--- src/rtl/dll_code_slewer.sv ---
// dll_code_slewer: moves the applied DLL delay code toward a SAR target one LSB
// per tick, then holds it for a settle window before reporting completion.
// Coarse bits drive a thermometer-coded line select; fine bits pass through.
module dll_code_slewer #(
    parameter int TICK_DIV   = 4,
    parameter int SETTLE_CYC = 8
) (
    input  logic        clk_ext,
    input  logic        rst,
    input  logic [9:0]  code_in,
    input  logic        code_vld,
    input  logic        hold,
    output logic [15:0] T,
    output logic [15:0] Tb,
    output logic [5:0]  fine,
    output logic [9:0]  code_out,
    output logic        busy,
    output logic        done
);

    typedef enum logic [1:0] {IDLE, SLEW, SETTLE} state_t;

    localparam logic [7:0]  TICK_LAST   = 8'(TICK_DIV - 1);
    localparam logic [7:0]  SETTLE_LAST = 8'(SETTLE_CYC - 1);
    localparam logic [9:0]  CODE_RST    = 10'h200;

    state_t      state;
    state_t      state_nxt;
    logic [9:0]  target;
    logic [9:0]  applied;
    logic [9:0]  applied_nxt;
    logic [7:0]  tick_cnt;
    logic [7:0]  settle_cnt;
    logic        tick;
    logic        step_en;
    logic        settle_tick;
    logic        finish;

    // One LSB toward the target, never wrapping past either end of the range.
    function automatic logic [9:0] step_toward(input logic [9:0] cur, input logic [9:0] tgt);
        logic [9:0] r;
        r = cur;
        if ((cur < tgt) && (cur != 10'h3FF))
            r = cur + 10'd1;
        else if ((cur > tgt) && (cur != 10'h000))
            r = cur - 10'd1;
        return r;
    endfunction

    // Bit i set exactly when i is below the coarse code.
    function automatic logic [15:0] therm(input logic [3:0] c);
        logic [15:0] t;
        for (int i = 0; i < 16; i++)
            t[i] = (4'(i) < c);
        return t;
    endfunction

    assign tick        = (state != IDLE) && (tick_cnt == TICK_LAST);
    assign step_en     = (state == SLEW) && tick && !hold;
    assign settle_tick = (state == SETTLE) && tick && !hold;
    // A retarget in the final settle tick cancels completion.
    assign finish      = settle_tick && (settle_cnt == SETTLE_LAST) && !code_vld;

    // A coincident retarget does not affect this cycle's step: old target is used.
    assign applied_nxt = step_en ? step_toward(applied, target) : applied;
    assign code_out    = applied;

    // State register.
    always_ff @(posedge clk_ext) begin
        if (rst)
            state <= IDLE;
        else
            state <= state_nxt;
    end

    // Next-state logic; a new code is accepted even while hold is high.
    always_comb begin
        state_nxt = state;
        if (code_vld) begin
            state_nxt = (code_in != applied) ? SLEW : SETTLE;
        end else if (!hold) begin
            case (state)
                SLEW:    if (applied == target) state_nxt = SETTLE;
                SETTLE:  if (finish)            state_nxt = IDLE;
                default: state_nxt = state;
            endcase
        end
    end

    // Output decode.
    always_comb begin
        busy = (state != IDLE);
    end

    // Target capture, applied code and its registered line-select views.
    always_ff @(posedge clk_ext) begin
        if (rst) begin
            target  <= CODE_RST;
            applied <= CODE_RST;
            T       <= therm(CODE_RST[9:6]);
            Tb      <= ~therm(CODE_RST[9:6]);
            fine    <= CODE_RST[5:0];
            done    <= 1'b0;
        end else begin
            if (code_vld)
                target <= code_in;
            applied <= applied_nxt;
            T       <= therm(applied_nxt[9:6]);
            Tb      <= ~therm(applied_nxt[9:6]);
            fine    <= applied_nxt[5:0];
            done    <= finish;
        end
    end

    // Tick divider: restarts on a new code, freezes under hold, idles at 0.
    always_ff @(posedge clk_ext) begin
        if (rst)
            tick_cnt <= 8'd0;
        else if (code_vld)
            tick_cnt <= 8'd0;
        else if ((state != IDLE) && !hold)
            tick_cnt <= tick ? 8'd0 : tick_cnt + 8'd1;
    end

    // Settle counter: cleared on retarget or SETTLE entry, advanced per tick.
    always_ff @(posedge clk_ext) begin
        if (rst)
            settle_cnt <= 8'd0;
        else if (code_vld)
            settle_cnt <= 8'd0;
        else if ((state == SLEW) && (state_nxt == SETTLE))
            settle_cnt <= 8'd0;
        else if (settle_tick)
            settle_cnt <= finish ? 8'd0 : settle_cnt + 8'd1;
    end

endmodule
--- config.mk ---
export PLATFORM = sky130hd
export DESIGN_NAME = dll_code_slewer
export DESIGN_NICKNAME = d
export VERILOG_FILES = /design/src/rtl/dll_code_slewer.sv
export SDC_FILE = /design/constraint.sdc
export NUM_CORES = 1
export LEC_CHECK = 0
export BUFFER_PORTS_ARGS = -buffer_cell sky130_fd_sc_hd__buf_2
export CORE_ASPECT_RATIO = 0.5
export CORE_MARGIN = 4
export CORE_UTILIZATION = 55
export DETAILED_ROUTE_END_ITERATION = 8
export PLACE_DENSITY = 0.84
export SETUP_SLACK_MARGIN = 0.15
export SLEW_MARGIN = 30
export SYNTH_ARGS = -nofsm -noshare
export SYNTH_HDL_FRONTEND = slang
export SYNTH_SLANG_ARGS = --single-unit
--- constraint.sdc ---
create_clock -name clk_ext -period 5.6 [get_ports clk_ext]
set_input_delay 0.28 -clock clk_ext [delete_from_list [all_inputs] [get_ports clk_ext]]
set_output_delay 0.28 -clock clk_ext [all_outputs]
set_load 0.05 [all_outputs]
Word-level counts from Yosys, hierarchy flattened
Index checks and enable logic that the tools add are counted.
{ "word_totals": {"ff_bits": 77, "latch_bits": 0, "ram_bits": 0, "rom_bits": 0, "in_bits": 14, "elab_cells": 68, "memories": 0} }
{ "classes": {"add_sub_neg": 4, "mul": 0, "div": 0, "magnitude_cmp": 18, "n_eq_ne": 8, "shift": 0, "muxes": 11, "bitwise_logic": 1, "n_reduce_logical": 17} }
{ "ops": {"columns": ["operator", "n"], "rows": [
  ["$lt A4 B4 Y1 const A", 8],
  ["$mux W10", 3],
  ["$add A8 B1 Y8 const B", 2],
  ["$lt A3 B4 Y1 const A", 4],
  ["$mux W8", 2],
  ["$not A16 Y16", 1],
  ["$logic_and A1 B1 Y1", 11],
  ["$add A10 B1 Y10 const B", 1],
  ["$eq A10 B10 Y1", 1],
  ["$gt A10 B10 Y1", 1],
  ["$lt A10 B10 Y1", 1],
  ["$mux W2", 5],
  ["$ne A10 B10 Y1", 1],
  ["$ne A10 B10 Y1 const B", 1],
  ["$reduce_bool A10 Y1", 1],
  ["$sub A10 B1 Y10 const B", 1],
  ["$eq A8 B2 Y1 const B", 1],
  ["$eq A8 B3 Y1 const B", 1],
  ["$lt A1 B4 Y1 const A", 2],
  ["$lt A2 B4 Y1 const A", 2],
  ["$eq A2 B2 Y1 const B", 2],
  ["$pmux W2 S2", 1],
  ["$reduce_or A3 Y1", 1],
  ["$eq A2 B1 Y1 const B", 1],
  ["other kinds (3)", 4]
]} }

Depth between registers and ports, before layout
Gate-level depths: netlist (run 1).
{ "logic_depth": {"word_depth": 13, "depth_mapped": 12, "ltp_nobuf": 10} }

Worst setup path after synthesis (run 1)
OpenSTA, ideal clock, no wires.
{ "synth_timing": {"kind": "register -> register", "from": "register, netlist name fine[0]", "to": "register T[11]", "setup_ns": 0.115, "t_arrival_ns": 2.843, "required_time_ns": 5.485, "setup_slack_ns": 2.642, "stages_incl_launch_ff": 12, "path_buffers": 2, "synth_period_minus_slack_ns": 2.958, "path_cell_list": "dfxtp_1 clkbuf_1 inv_1 ha_1 nand2b_1 a211oi_2 a2111o_1 buf_6 mux2_4 nand3_2 mux2_4 and2_1"} }
{ "synth_rtl": {"columns": ["element", "line_no", "source"], "rows": [
  ["to (signal assigned)", "100", "T <= therm(CODE_RST[9:6]);"],
  ["to (signal assigned)", "108", "T <= therm(applied_nxt[9:6]);"],
  ["to (decl)", "13", "output logic [15:0] T,"]
]} }

==> impl_metrics.toml, run 1 <==
[yosys]
synth_warnings = 0
syn_area_per_cell_um2 = 9.00
synth-simple-area-share_pct = 25.5
synth-xor-area-share_pct = 7.43
yosys_register_bits = 68
syn_inst = 378
synth-adder-area-share_pct = 6.25
synth-compound-area-share_pct = 8.50
synth_top_family_by_area = "simple AND/OR/NAND/NOR gates"
ys_seq_area_share_pct = 40.0
synth.distinct_cells = 56
synthesis.nets = 409
synth_area_mm2 = 0.00340
synth_mux_area_share_pct = 5.85

[status]
status = "complete, no violations"

[power]
p_leak_nw = 1.77
total_power_mw = 1.16
irDropWorstVdd_uv = 181
powerDensity_mw_per_mm2 = 289

[timing]
hold_viol_final = 0
timing.hold.ws_ns = 0.201
slew_headroom_pct = 57.7
worstMarginPinSlew_ns = 0.633
drv_slew = 0
finalSetupViolCount = 0
worst_slack_ns = 2.68
finalSetupTns_ns = 0
fmax_mhz = 343
fin_crit_ns = 2.92
fin_crit_sh_pct = 52.1
skew_ns = 0.00504
rsz0062_at_grt = "no"

[placement]
port_buffers = 61
gp_congestion = 0.861
place_ws_ns = 2.40
dpl.hpwl_um = 4980

[cts]
cts_resized = 0
cts_inserted_buffers = 9
cts-root-buf = "clkbuf_16"
h-tree-depth = 3
cts_tree = "done"
hold_buffers = 0
clk_latency_ns = 0.32
clk_pin_slew_ns = 0.06
clockBufferDepth = 2
cts_sinks = 68
post_cts_buffers = 0

[floorplanning]
core.rowCount = 19
die-height_um = 63.6
pin_count = 64
core_mm2 = 0.00573
initial_core_util_pct = 59.4
die_area_mm2 = 0.00758
die_w_um = 119

[setup_path]
path_buf_inv = 1
cpMostUsedCell = "mux2_4"
crit_chain = "ha_1 -> a21oi_2 -> o21ai_1 -> a2111o_1 -> mux2_4 -> nand3_2 -> mux2_4 -> inv_4 -> nor2_1"
crit_path_max_fanout = 13
slowest_stage = "a2111o_1"
worstSetupEndpointType = "register"
crit_type = "register to register"
cpPeakStageDelay_ns = 0.58
critPathArrivalTime_ns = 3.11
critPathRequiredTime_ns = 5.79
start_kind = "register"
crit_family = "compound AO/OA/AOI/OAI gates"

[routing]
drt_iter0_markers = 145
drtPass1Iterations = 5
drc = 0
wl_per_cell_um = 13.6
ant_nets = 0
viasPerCell = 5.31
wl_um = 7030
via_count = 2750

[final_layout]
syn_to_final_growth_pct = 18.1
fill_cells = 433
drive_gt1_share_pct = 23.5
fin_nets = 460
diodes = 0

[global_route]
antenna_found_initial = 0
first_global_vias = 2535
grt_overflow_total = 0
grt_first_pass_wirelength_um = 11600
grtUsageTotal_pct = 18.8
grt_max_degree = 22

[worst_hold_path]
min_path_type = "input port to register"

[job]
timing.max_cap.violations = 0
## sequential cells by signal, indices dropped and copies added, names as in the netlist
name	cells
T	15
Tb	15
target	10
settle_cnt	8
tick_cnt	8
fine	5
code_out	4
state	2
done	1
## kinds of logic after synthesis
| kind of cell | after synthesis |
|---|---|
| compound gates | 45 |
| xor+xnor | 28 |
| fa+ha+maj | 17 |
| buf+inv | 42 |
| flops | 68 |
| mux | 18 |
| other cells | 2 |
| simple gates | 158 |
## Yosys cell counts, drive strengths merged
cell type  number  area share [%]
a211oi          3            0.81
nor2           49             5.5
nand4          11             2.6
o21ai          14             2.1
and3            4            0.74
inv            21             2.4
nor4            7             1.9
nand2b          5            0.92
nor3b           1            0.37
a21oi          17             2.7
ha             17             6.3
nand2          35             3.9
nor2b           3            0.55
and2            9             1.7
xor2           14             3.6
and4            3            0.77
o2111ai         1            0.26
or3             3            0.55
clkbuf          5            0.55
nor3            5             1.3
buf            16             3.2
o21a            1            0.22
a311o           1            0.29
a2111o          1            0.33
a41oi           1            0.26
or2             1            0.26
nand3          14             2.2
nor4b           5             1.5
a2111oi         1            0.44
dfxtp          68              40
nand4b          2            0.52
nand3b          1            0.22
a21o            1            0.22
mux2i          15             4.5
conb            2            0.22
xnor2          14             3.8
o211ai          4            0.88
mux2            3             1.3
## per-stage QoR
stage / std cells / util [%] / area, µm²
floorplan: 378 / - / 3400
global route: 518 / 70.1 / 4020
CTS: 518 / 69.8 / 4000
detailed placement: 502 / 64.3 / 3680
global placement: 502 / 64.3 / 3680
finish: 518 / 70.1 / 4020
## report_power, final
part	total (mW)	internal, mW	switching (mW)
clock	0.592	0.389	0.203
sequential	0.493	0.490	0.00317
combinational	0.0748	0.0271	0.0478
## cell usage in the layout (no fill, tap or decap), types with 3 or more instances in the layout
cell	count
o21ai_1	3
mux2i_1	14
o21ai_0	11
nand2b_1	5
mux2_4	3
clkbuf_16	9
and4_1	3
and2_1	8
and3_1	4
xnor2_1	11
nor2b_1	3
or3_1	3
nor3_2	4
ha_1	17
inv_1	20
a21oi_1	15
nand3_1	13
nand4_1	9
o211ai_1	4
xnor2_2	3
nand2_1	35
buf_2	61
nor4b_1	4
xor2_1	14
nor4_1	5
dfxtp_1	68
nor2_1	48
## worst min-delay path, stage by stage
cell      delay (ns)
buf_2           0.10
nand2_1         0.05
o211ai_1        0.06
## area by class of cell
class | instances | area, µm² | area share, %
Clock inverter | 6 | 88.8 | 2.21
Inverter | 21 | 81.3 | 2.03
Clock buffer | 10 | 229 | 5.70
Timing Repair Buffer | 61 | 305 | 7.60
Sequential cell | 68 | 1360 | 33.9
Tap cell | 84 | 105 | 2.62
Multi-Input combinational cell | 268 | 1840 | 45.9
## metal layers
| metal | track usage, % | share of wire, % | vias up | wire, µm |
|---|---|---|---|---|
| li1 | - | - | 1386 | - |
| met2 | 32.5 | 47 | 93 | 3270 |
| met5 | 0 | 0 | - | 0 |
| met1 | 22.9 | 45 | 1260 | 3180 |
| met3 | 5.00 | 6.8 | 11 | 475 |
| met4 | 6.20 | 1.5 | 0 | 102 |
## final timing paths
kind / from / to / slack, ns / cells past startpoint
min reg2reg: tick_cnt[1] / tick_cnt[1] / 0.50 / 2
max: fine[3] / Tb[3] / 2.68 / 9
min: code_in[9] / target[9] / 0.20 / 3
max reg2reg: fine[3] / Tb[3] / 2.68 / 9
Power figures use the tool's default switching activity.
==> run 2, diff against run 1 <==
- CORE_UTILIZATION: 55 -> 50
- PLACE_DENSITY: 0.84 -> 0.81
- clock period: 5.6 -> 2.6 ns (I/O delays scaled with it)
==> run 2 against run 1 <==
Effect of this change:
- utilization up 3.6 points
- count of clock-buffer cells in the layout grew 2
- global-route usage is 3.5 points higher
- total power rose by 130%
- sequential share of layout area down 3.7 points
- critical endpoint is now T[9]
- maximum frequency rose by 16%
- sequential power grew 110%
- non-clock buffer count is 33 higher
- sequential cell count stayed put
- clock power grew 130%
- first-iteration DRC count rose by 37%
==> impl_metrics.toml, run 2 (synthesis results as in run 1) <==
[setup_path]
path_buf_inv = 3
worstSetupEndpointType = "register"
slowest_stage = "a2111o_1"
crit_chain = "inv_2 -> ha_4 -> and4_1 -> a2111o_1 -> buf_12 -> buf_6 -> mux2i_2 -> xnor2_2 -> or2_4 -> and2_1"
cpPeakStageDelay_ns = 0.46
start_kind = "register"
critPathRequiredTime_ns = 2.83
crit_family = "simple AND/OR/NAND/NOR gates"
r2r-start = "target[7]"
crit_type = "register to register"
crit_path_max_fanout = 6
critPathArrivalTime_ns = 2.75
critPathLaunch = "target[7]"

[worst_hold_path]
min_path_type = "input port to register"
hp-start = "code_in[3]"

[global_route]
grt_overflow_total = 0
first_global_vias = 3008
grt_first_pass_wirelength_um = 14600
grtUsageTotal_pct = 22.3
grt_max_degree = 22
antenna_found_initial = 0

[timing]
fin_crit_sh_pct = 96.8
drv_slew = 0
slew_headroom_pct = 65.7
finalSetupViolCount = 0
fin_crit_ns = 2.52
timing.hold.ws_ns = 0.0557
fmax_mhz = 397
hold_viol_final = 0
rsz0062_at_grt = "yes"
worstMarginPinSlew_ns = 0.511
skew_ns = 0.00621
worst_slack_ns = 0.0839

[placement]
dpl.hpwl_um = 5820
port_buffers = 61
place_ws_ns = -0.0491
gp_congestion = 0.913

[cts]
h-tree-depth = 3
clk_pin_slew_ns = 0.06
cts-root-buf = "clkbuf_16"
clk_latency_ns = 0.34
cts_inserted_buffers = 9
clockBufferDepth = 2
cts_tree = "done"
cts_sinks = 68

[floorplanning]
die_w_um = 125
die-height_um = 66.3
die_area_mm2 = 0.00826
core.rowCount = 20
pin_count = 64
initial_core_util_pct = 53.7
core_mm2 = 0.00633

[final_layout]
top_regs = "T (15), Tb (15), target (10)"
final_common_cell = "buf_2"
syn_to_final_growth_pct = 37.2
fin_nets = 495
diodes = 0
drive_gt1_share_pct = 42.2
final_cell_mix = "buf_2 (61), dfxtp_1 (49), nor2_1 (39), nand2_1 (33), buf_4 (29)"

[job]
timing.max_cap.violations = 0

[power]
total_power_mw = 2.64
irDropWorstVdd_uv = 321
p_leak_nw = 1.98
powerDensity_mw_per_mm2 = 565

[routing]
viasPerCell = 5.39
wl_um = 8980
drc = 0
wl_per_cell_um = 16.1
ant_nets = 0
drtPass1Iterations = 5
drt_iter0_markers = 198
via_count = 3002

[status]
status = "complete, no violations"
## run 2: metrics by stage
step                      TNS (ns)  area (µm²)  util, %  instances
after global placement      -0.212        3970     62.6        529
after CTS                        0        4520     71.3        555
after detailed placement    -0.359        3970     62.6        529
final                            0        4670     73.7        557
after global routing        -0.116        4670     73.7        557
after floorplan                  0        3520        -        378
## run 2: timing repair
action / CTS / global route
cloned: 2 / 0
pin swaps: 17 / 12
gates resized for setup: 31 / 32
setup buffers: 8 / 2
endpoints found under the setup margin: 35 / 46
hold buffers: 0 / 0
## run 2: where the power goes
part           internal [mW]  leakage (nW)  switching (mW)  total [mW]
registers               1.05         0.560         0.00756        1.05
logic                  0.103          1.25           0.135       0.238
clock network          0.884         0.165           0.459        1.34
total                   2.03          1.98           0.601        2.64
## run 2: metal layers
layer  GRT usage, %  share of wire (%)  up-vias
met3           7.74                7.3       25
li1               -                  -     1457
met1           24.6                 41     1408
met4           9.97                2.5        0
met2           39.8                 49      112
met5              0                  0        -
## run 2: tightest hold or removal path: stages
cell     delay (ns)
buf_2          0.09
mux2i_1        0.06
nor2_1         0.07
## run 2: final timing paths
path | endpoint | slack, ns | cells after the start
setup / recovery | T[9] | 0.08 | 10
hold / removal | target[3] | 0.06 | 3
hold reg to reg | target[1] | 0.49 | 2
setup reg to reg | T[9] | 0.08 | 10
## run 2: cell type report
cell class              count  area (µm²)
multi-input cells         270        2140
clock buffers              12         289
fillers                   422        1670
clock inverters             4        51.3
flip-flops and latches     68        1410
inverters                  21        93.8
well taps                  88         110
repair buffers             94         577
==> run 3, diff against run 2 <==
- ABC_AREA: unset -> 1
- CORE_UTILIZATION: 50 -> 55
- PLACE_DENSITY: 0.81 -> 0.84
- clock period: 2.6 -> 2.7 ns (I/O delays scaled with it)
==> run 3 against run 2 <==
Effect of this change:
- critical path depth grew 5
- sequential share of layout area is 2.4 points higher
- worst setup slack improved by 0.25 ns
- critical path type unchanged
- combinational power fell by 21%
- highest routed layer unchanged
- clock power decreased by 19%
- utilization shrank 5.0 points
==> impl_metrics.toml, run 3 <==
[status]
status = "complete, no violations"

[yosys]
synth.distinct_cells = 46
synth-xor-area-share_pct = 2.51
synth-compound-area-share_pct = 12.8
synth_async_sr_flop_share_pct = 0
synthesis.nets = 497
synth-adder-area-share_pct = 6.09
synth_top_area_share_pct = 39.0
synth_top_family_by_area = "simple AND/OR/NAND/NOR gates"
synth_area_mm2 = 0.00349
syn_inst = 466
yosys_register_bits = 68
synth-simple-area-share_pct = 29.0
synth.largest_area_cell = "dfxtp_1"
synth_edf_count = 0
synth_ff_type = "dfxtp_1"
synth.most_common_cell = "nand2_1"
synth_mux_area_share_pct = 0
synth.top_cells.by_area = "dfxtp_1 (39%), nand2_1 (8.9%), inv_1 (6.7%), ha_1 (6.1%), nor2_1 (5.5%)"
synthTopCellsByCount = "nand2_1 (83), dfxtp_1 (68), inv_1 (62)"
syn_area_per_cell_um2 = 7.49
synth_warnings = 0
ys_seq_area_share_pct = 39.0

[cts]
cts-root-buf = "clkbuf_16"
clk_latency_ns = 0.34
h-tree-depth = 3
clockBufferDepth = 2
clk_pin_slew_ns = 0.06
cts_tree = "done"
cts_inserted_buffers = 9
cts_sinks = 68

[global_route]
grt_first_pass_wirelength_um = 14100
grt_max_degree = 18
grt_overflow_total = 0
antenna_found_initial = 0
first_global_vias = 3040
grtUsageTotal_pct = 23.1

[timing]
worstMarginPinSlew_ns = 0.591
drv_slew = 0
finalSetupViolCount = 0
skew_ns = 0.00662
slew_headroom_pct = 60.5
rsz0062_at_grt = "no"
finalSetupTns_ns = 0
worst_slack_ns = 0.330
fmax_mhz = 422
fin_crit_ns = 2.37
hold_viol_final = 0
fin_crit_sh_pct = 87.8

[final_layout]
final_common_cell = "nand2_1"
final_util_pct = 68.7
drive_gt1_share_pct = 25.2
fin_nets = 566
syn_to_final_growth_pct = 20.1
diodes = 0
final_cell_mix = "nand2_1 (82), dfxtp_1 (66), inv_1 (61), buf_2 (61), nor2_1 (48)"
fill_cells = 532
top_regs = "T (15), Tb (15), target (10)"

[worst_hold_path]
holdPathStages = 3
min_path_type = "input port to register"
min_to = "target[9]"
hp-start = "code_in[9]"

[floorplanning]
die_area_mm2 = 0.00776
pin_count = 64
die-height_um = 64.3
core_mm2 = 0.00611
initial_core_util_pct = 57.2
die_w_um = 121
core.rowCount = 20

[routing]
drtPass1Iterations = 5
drt_iter0_markers = 428
ant_nets = 0
viasPerCell = 5.19
via_count = 3258
wl_um = 8400
wl_per_cell_um = 13.4
drc = 0

[job]
timing.max_cap.violations = 0

[setup_path]
crit_path_max_fanout = 7
path_buf_inv = 1
slowest_stage = "dfxtp_1"
cpMostUsedCell = "nand2_1"
worstSetupEndpointType = "register"
crit_type = "register to register"
rrSetupSlack_ns = 0.33
critPathRequiredTime_ns = 2.92
crit_family = "simple AND/OR/NAND/NOR gates"
start_kind = "register"
cpPeakStageDelay_ns = 0.31
critPathArrivalTime_ns = 2.59
rr_endpoint = "T[4]"
crit_chain = "inv_1 -> ha_1 -> nand2_2 -> nor2_4 -> nand2_1 -> nor2_2 -> nor2_2 -> nand2_2 -> nand2_1 -> nand2_1 -> nor2_1 -> nand2_1 -> nand2_2 -> nor2_4 -> o21ai_0"
reg2reg_depth = 15
r2r-start = "target[9]"

[power]
total_power_mw = 2.29
irDropWorstVdd_uv = 465
powerDensity_mw_per_mm2 = 547
p_leak_nw = 2.00

[placement]
dpl.hpwl_um = 6010
place_ws_ns = 0.258
gp_congestion = 0.905
port_buffers = 61
-- run 3: what timing repair did --
item                                   4_1_cts  5_1_grt
setup buffers                                0        4
hold buffers                                 0        0
gates resized for setup                      0        7
setup endpoints to repair                    0       26
endpoints found under the hold margin        0        0
-- run 3: tightest hold or removal path, stage by stage --
cell     delay [ns]
buf_2          0.11
a21oi_1        0.06
o21ai_0        0.06
-- run 3: power by group --
part / switching, mW / internal [mW] / total [mW] / leakage [nW]
Sequential: 0.00584 / 1.02 / 1.02 / 0.552
Clock: 0.461 / 0.623 / 1.08 / 0.124
Combinational: 0.124 / 0.0629 / 0.187 / 1.32
-- run 3: per-stage QoR --
step           instance area (µm²)  hold WS (ns)  cells
2_1_floorplan                 3490         0.257    466
3_3_place_gp                  3860         0.388    607
3_5_place_dp                  3860         0.406    607
4_1_cts                       4140        0.0445    623
5_1_grt                       4190        0.0856    628
6_report                      4190        0.0571    628
-- run 3: how the worst max path moves through the flow --
| stage | startpoint | to | depth (start not counted) |
|---|---|---|---|
| after CTS | fine[2] | T[4] | 14 |
| final | target[9] | T[4] | 15 |
| after floorplan | fine[4] | Tb[14] | 14 |
| after detailed placement | T[7] | T[4] | 11 |
| after global routing | target[5] | T[4] | 13 |
| after global placement | T[7] | T[4] | 11 |
-- run 3: layer usage --
layer	vias up	wire length (µm)	global-route usage [%]
li1	1632	-	-
met1	1473	3660	27.7
met2	134	3820	37.7
met3	19	782	9.46
met4	0	141	7.77
met5	-	0	0
-- run 3: logic make-up after synthesis --
group / Yosys count
xor gates and xnor gates: 10
AOI/OAI and AO/OA: 77
other: 2
DFF: 68
buffers and inverters: 84
adders and majority gates: 17
and+or+nand+nor: 208
-- run 3: area by class of cell --
cell class	count	area [µm²]	share of cell area, %
Clock buffer	9	225	5.37
Clock inverter	7	52.6	1.25
Inverter	68	258	6.15
Multi-Input combinational cell	315	1790	42.6
Sequential cell	68	1360	32.5
Tap cell	88	110	2.63
Timing Repair Buffer	73	395	9.43
